## config.mk

```make
export PLATFORM = sky130hd
export DESIGN_NAME = sync_fifo_lvl
export DESIGN_NICKNAME = d
export VERILOG_FILES = /design/src/rtl/sync_fifo_lvl.sv
export SDC_FILE = /design/constraint.sdc
export NUM_CORES = 1
export LEC_CHECK = 0
export ABC_AREA = 0
export BUFFER_PORTS_ARGS = -buffer_cell sky130_fd_sc_hd__buf_2
export CORE_MARGIN = 5
export CORE_UTILIZATION = 25
export CTS_BUF_LIST = sky130_fd_sc_hd__clkbuf_16
export CTS_CLUSTER_DIAMETER = 60
export DETAILED_ROUTE_END_ITERATION = 16
export GPL_TIMING_DRIVEN = 0
export PLACE_DENSITY = 0.54
export SLEW_MARGIN = 20
export SYNTH_ARGS = -nofsm -noshare
export SYNTH_HDL_FRONTEND = slang
export SYNTH_SLANG_ARGS = --single-unit
```

## constraint.sdc

```tcl
create_clock -name clk -period 4.25 [get_ports clk]
set_input_delay 0.85 -clock clk [delete_from_list [all_inputs] [get_ports clk]]
set_output_delay 0.85 -clock clk [all_outputs]
set_load 0.05 [all_outputs]
```

## src/rtl/sync_fifo_lvl.sv

```systemverilog
// sync_fifo_lvl: single-clock FIFO of any depth (two or more entries) with an occupancy level,
// programmable almost-full/almost-empty thresholds and a show-ahead or registered read port.
// Define SYNC_FIFO_LVL_ERR_EN to add the sticky overflow/underflow flags and the err_clr input.
// Rejected pushes and pops leave pointers, level and storage untouched.
module sync_fifo_lvl #(
   parameter int unsigned DATA_WIDTH = 8,
   parameter int unsigned DEPTH      = 4,
   parameter int unsigned AF_THRESH  = DEPTH - 1,
   parameter int unsigned AE_THRESH  = 1,
   parameter int unsigned FWFT       = 1,
   localparam int unsigned PTR_W     = $clog2(DEPTH),
   localparam int unsigned LVL_W     = $clog2(DEPTH + 1)
) (
   input  logic                  clk,
   input  logic                  reset,
`ifdef SYNC_FIFO_LVL_ERR_EN
   input  logic                  err_clr,
   output logic                  overflow,
   output logic                  underflow,
`endif
   input  logic [DATA_WIDTH-1:0] din,
   input  logic                  push,
   input  logic                  pop,
   output logic [DATA_WIDTH-1:0] dout,
   output logic                  dout_valid,
   output logic                  full,
   output logic                  empty,
   output logic                  almost_full,
   output logic                  almost_empty,
   output logic [LVL_W-1:0]      level
);

   localparam logic [LVL_W-1:0] DEPTH_LVL = LVL_W'(DEPTH);
   localparam logic [LVL_W-1:0] AF_LVL    = LVL_W'(AF_THRESH);
   localparam logic [LVL_W-1:0] AE_LVL    = LVL_W'(AE_THRESH);
   localparam logic [PTR_W-1:0] PTR_MAX   = PTR_W'(DEPTH - 1);

   logic [DATA_WIDTH-1:0] mem_q [DEPTH];
   logic [PTR_W-1:0]      rd_ptr_q, rd_ptr_d;
   logic [PTR_W-1:0]      wr_ptr_q, wr_ptr_d;
   logic [LVL_W-1:0]      level_q, level_d;
   logic                  push_ok, pop_ok;

   // Status flags decode from the level register only, so they lag the accepting edge by one cycle.
   always_comb begin
      full         = (level_q == DEPTH_LVL);
      empty        = (level_q == '0);
      almost_full  = (level_q >= AF_LVL);
      almost_empty = (level_q <= AE_LVL);
      level        = level_q;
   end

   // Acceptance: a push on full is taken only when a pop frees the slot in the same cycle.
   always_comb begin
      push_ok = push & (~full | pop);
      pop_ok  = pop & ~empty;
   end

   // Next pointers wrap explicitly at DEPTH-1 so non-power-of-two depths work.
   always_comb begin
      rd_ptr_d = rd_ptr_q;
      wr_ptr_d = wr_ptr_q;
      level_d  = level_q;
      if (push_ok) begin
         wr_ptr_d = (wr_ptr_q == PTR_MAX) ? '0 : wr_ptr_q + PTR_W'(1);
      end
      if (pop_ok) begin
         rd_ptr_d = (rd_ptr_q == PTR_MAX) ? '0 : rd_ptr_q + PTR_W'(1);
      end
      unique case ({push_ok, pop_ok})
         2'b10:   level_d = level_q + LVL_W'(1);
         2'b01:   level_d = level_q - LVL_W'(1);
         default: level_d = level_q;
      endcase
   end

   // Pointer and level registers; reset discards all contents in one cycle.
   always_ff @(posedge clk) begin
      if (reset) begin
         rd_ptr_q <= '0;
         wr_ptr_q <= '0;
         level_q  <= '0;
      end else begin
         rd_ptr_q <= rd_ptr_d;
         wr_ptr_q <= wr_ptr_d;
         level_q  <= level_d;
      end
   end

   // Storage is deliberately not reset; writes are blocked while reset is high.
   always_ff @(posedge clk) begin
      if (!reset && push_ok) begin
         mem_q[wr_ptr_q] <= din;
      end
   end

   if (FWFT != 0) begin : g_show_ahead
      // Head of queue is presented combinationally.
      always_comb begin
         dout       = mem_q[rd_ptr_q];
         dout_valid = ~empty;
      end
   end else begin : g_registered
      logic [DATA_WIDTH-1:0] dout_q, dout_d;
      logic                  dout_valid_q, dout_valid_d;

      // Load the head on an accepted pop; valid only in the cycle following an accepted pop.
      always_comb begin
         dout_d       = pop_ok ? mem_q[rd_ptr_q] : dout_q;
         dout_valid_d = pop_ok;
      end

      // Registered read port.
      always_ff @(posedge clk) begin
         if (reset) begin
            dout_q       <= '0;
            dout_valid_q <= 1'b0;
         end else begin
            dout_q       <= dout_d;
            dout_valid_q <= dout_valid_d;
         end
      end

      // Drive the port from the read registers.
      always_comb begin
         dout       = dout_q;
         dout_valid = dout_valid_q;
      end
   end

`ifdef SYNC_FIFO_LVL_ERR_EN
   logic overflow_q, overflow_d;
   logic underflow_q, underflow_d;

   // Sticky error flags; err_clr wins over a set in the same cycle.
   always_comb begin
      overflow_d  = overflow_q;
      underflow_d = underflow_q;
      if (err_clr) begin
         overflow_d  = 1'b0;
         underflow_d = 1'b0;
      end else begin
         if (push && !push_ok) overflow_d = 1'b1;
         if (pop && !pop_ok)   underflow_d = 1'b1;
      end
   end

   // Error flag registers.
   always_ff @(posedge clk) begin
      if (reset) begin
         overflow_q  <= 1'b0;
         underflow_q <= 1'b0;
      end else begin
         overflow_q  <= overflow_d;
         underflow_q <= underflow_d;
      end
   end

   // Drive the error ports.
   always_comb begin
      overflow  = overflow_q;
      underflow = underflow_q;
   end
`endif

endmodule

```

## Word level (Yosys, flattened, before mapping)

Memory sizes are Yosys's and may differ from the RTL's. A register that Yosys moved wholly into a read port is not among the register bits.
Index checks and enable logic that the tools add are counted.

- Flip-flop bits (word level): 7
- RAM bits: 32
- Input bits: 12
- Output and inout bits: 16
- Word-level logic and storage cells: 31
- Memories: 1

- Add/subtract/negate cells: 4
- $lt $le $gt $ge: 2
- Eq/ne operators: 5
- Multiplexer cells: 7
- Bitwise logic cells: 5
- Reductions and logical operators: 4

Memories:

| name | depth | width | read ports | clocked after memory_dff | write ports | RTL line | RTL |
|---|---|---|---|---|---|---|---|
| mem_q | 4 | 8 | 1 | 1 | 1 | 38 | `logic [DATA_WIDTH-1:0] mem_q [DEPTH];` |

Operators by type and width:

| cell | count |
|---|---|
| $mux 2 | 4 |
| $eq 2x2->1 const B | 3 |
| $pmux 3 s2 | 1 |
| $add 2x1->2 const B | 2 |
| $add 3x1->3 const B | 1 |
| $eq 3x3->1 const B | 1 |
| $ge 3x2->1 const B | 1 |
| $le 3x1->1 const B | 1 |
| $logic_not 3->1 | 1 |
| $sub 3x1->3 const B | 1 |
| $and 1x1->1 | 2 |
| $eq 2x1->1 const B | 1 |
| $mux 1 | 2 |
| $not 1->1 | 2 |
| $reduce_bool 2->1 | 1 |
| $logic_and 1x1->1 | 1 |
| $logic_not 1->1 | 1 |
| $or 1x1->1 | 1 |

## Logic depth before layout (Yosys ltp)

- Depth in word-level cells: 7
- Depth in mapped cells: 9
- Gate-level depth less buffers: 9

## Least setup slack after synthesis

OpenSTA, ideal clock, no wires.

- Kind: register to output
- Start: register level_q[0], in the netlist level[0]
- End: output almost_full
- Data arrival time: 1995 ps
- Required time: 3400 ps
- Path slack: 1405 ps
- Cell stages (with the launch flop): 3
- Buffers on the path: 0
- Path through: dfxtp_1 > inv_1 > o21ai_0

- Longest elaborated chain between the ends: 1

RTL lines:

| item | RTL line | RTL |
|---|---|---|
| start, declared | 41 | `logic [LVL_W-1:0] level_q, level_d;` |
| start signal, assigned | 86 | `level_q <= level_d;` |
| $ge 3x2->1 | 48 | `almost_full = (level_q >= AF_LVL);` |
| end, declared | 28 | `output logic almost_full,` |

Every way passes these cells.

==> out/qor.txt <==
Starting DRT DRC Count -> 78
Cell family with most CP delay -> buffers and inverters
Tmin final -> 2.49 ns
Root Driver -> clkbuf_16
Crit Path Category -> register to output pin
# setup viols final -> 0
Die ar. -> 0.00865 mm²
Sw Pwr -> 556 µW
Slew headroom -> 49.5%
Setup Buffers After CTS -> 0
Post-Synthesis Cells -> 106
TNS Setup -> 0 ns
Critical Path Start Type -> register
Count of hold-fix buffers inserted at cts -> 0
Share of cells above drive strength 1 -> 36.4%
Flop pwr share -> 35.2%
Layout Nets -> 163
PD cells -> 660 mW/mm²
HPWL Detailed -> 2330 µm
Post-CTS Resized -> 0
DIE HEIGHT -> 93.0 µm
H-tree Lvls -> 2
Seq/Total Area, Yosys -> 66.2%
Vias -> 997
Run status -> finished clean
Internal Power -> 839 µW
Synth top area share -> 55.8%
CTS tree -> built
Initial antenna violation count -> 0
Leak -> 0.787 nW
Vias in the first global route -> 1086
Final Hold Fails -> 0
CP required -> 3.40 ns
Fin crit share -> 58.7%
Min-delay worst type -> register to register
Post-Layout Cell Count -> 220
Global Route Usage Sum -> 8.22%
Ys async rst share -> 0%
Post-Syn Area per Cell -> 16.3 µm²
CP Max Fanout -> 8
Worst-Skew Late Latency -> 0.28 ns
Total of max-cap violations -> 0
Top Ports -> 28
CP endpoint kind -> output pin
Syn. warnings -> 0
Critical path buffer and inverter count -> 2
# DRC -> 0
Syn_nets -> 129
Peak supply drop -> 485 µV
DR pass1 iterations -> 4
CTS buffer count -> 5
Worst-path clk slew -> 0.05 ns
Slew @ Worst Pin -> 0.755 ns
Yosys top cell by area -> edfxtp_1
Synthesized flop and latch total -> 41
Starting density of the core -> 25.5%
Port Buffers -> 27
Max incr delay on CP -> 0.43 ns
First-pass GRT wire length -> 5350 µm
CP max stage cell -> buf_1
Crit path DAT -> 1.64 ns
Die Wd -> 93.0 µm
Pins Over Slew Limit -> 0
FMAX -> 0.401 GHz
Synth cell count leaders -> edfxtp_1 (32), ha_1 (11), dfxtp_1 (9), mux4_2 (8)
Most frequent cell after synthesis -> edfxtp_1
Primary FF master, synth -> edfxtp_1
Total gr overflow -> 0
Finished Cell Area -> 0.00211 mm²
CP Cell Sequence -> buf_1, mux4_2, buf_2
Vias/cell -> 4.53
Cell Area, Placed -> 0.00198 mm²
Logic pwr share -> 39.5%
Final WL -> 3200 µm
Area grow syn2layout -> 22.7%
Skew final -> 0.00294 ns
Antenna diode count -> 0
Yosys cell types -> 28
Sw Share -> 39.9%
Largest net degree at the start of global routing -> 13
Synth area leaders -> edfxtp_1 (56%), dfxtp_1 (10%), mux4_2 (10%)
Post-synth EDFFs -> 32
Synthesized area -> 0.00172 mm²
Max clock buf depth -> 2
Area of the core -> 0.00676 mm²
Routed wire per std cell -> 14.5 µm
Unrepaired setup endpoints after global routing -> false
Detail Route Antenna Nets -> 0
Num rows -> 30
Clock power share -> 25.3%
Placed cells -> 213
Routability Congestion -> 0.814
Clk sinks -> 41
-- worst paths after layout --
path	from	to	slack (ns)	cells past startpoint
setup / recovery	register	dout[5]	1.76	3
hold / removal	rd_ptr_q[1]	rd_ptr_q[1]	0.51	2
setup reg to reg	level[0]	level[2]	2.14	7
hold reg to reg	rd_ptr_q[1]	rd_ptr_q[1]	0.51	2
-- power by group through the flow --
stage | registers [mW] | logic [mW] | clock network [mW]
after floorplan | 0.533 | 0.404 | 0
after detailed placement | 0.500 | 0.557 | 0
final | 0.491 | 0.551 | 0.353
after global placement | 0.497 | 0.542 | 0
after CTS | 0.492 | 0.558 | 0.361
after global routing | 0.496 | 0.595 | 0.381
-- per-stage QoR --
step,total power [mW],hold WS [ns],setup WS [ns],util (%)
floorplan,0.937,0.472,1.40,-
global placement,1.04,0.492,1.42,29.0
detailed placement,1.06,0.505,1.85,29.3
CTS,1.41,0.515,1.73,31.3
global route,1.47,0.543,1.65,31.3
finish,1.39,0.514,1.76,31.3
-- placed cells by master, fill, tap and decap left out, types with 2 or more instances in the layout --
master and n:
xor2_1 2, nor2_1 7, edfxtp_1 32, a21oi_1 4
dfxtp_1 9, mux4_2 8, nor3b_2 4, clkbuf_16 5
ha_1 11, o21ai_0 3, inv_1 7, nand2b_1 2
buf_2 28
-- layout make-up --
class                   count  area [µm²]
well taps                  80         100
clock inverters             2        11.3
clock buffers               5         125
repair buffers             27         135
plain buffers               3        12.5
flip-flops and latches     41        1140
fillers                   675        4640
multi-input cells          53         553
inverters                   9        36.3
-- flip-flops by register name, summed over array words and instances, names as in the netlist, named ones only --
signal	cells
mem_q	32
level	3
rd_ptr_q	2
wr_ptr_q	2
-- worst register-to-register path: stages, from the launching register on --
cell and delay, ns:
dfxtp_1 0.36, inv_1 0.14, ha_1 0.23, nand2_1 0.10, o21ai_2 0.39, ha_1 0.37, or2_2 0.31, o32ai_1 0.11
-- cells by family (layout without fill, tap and decap cells) --
kind of cell               Yosys count  in the layout  share of synthesized area (%)
AOI/OAI and AO/OA                   11             11                           3.85
xor gates and xnor gates             2              2                           1.02
adders and majority gates           11             11                           7.99
buffers and inverters               12             46                           2.83
DFF                                 41             41                           66.2
muxes                               10             10                           11.7
and+or+nand+nor                     19             19                           6.39
-- per-layer routing --
layer | vias to the layer above | wire [µm] | GRT usage, %
li1 | 469 | - | -
met1 | 491 | 1390 | 10.0
met2 | 33 | 1570 | 13.2
met3 | 4 | 208 | 3.46
met4 | 0 | 27 | 2.56
met5 | - | 0 | 0
Note: power is estimated with default switching activity, not from simulation.
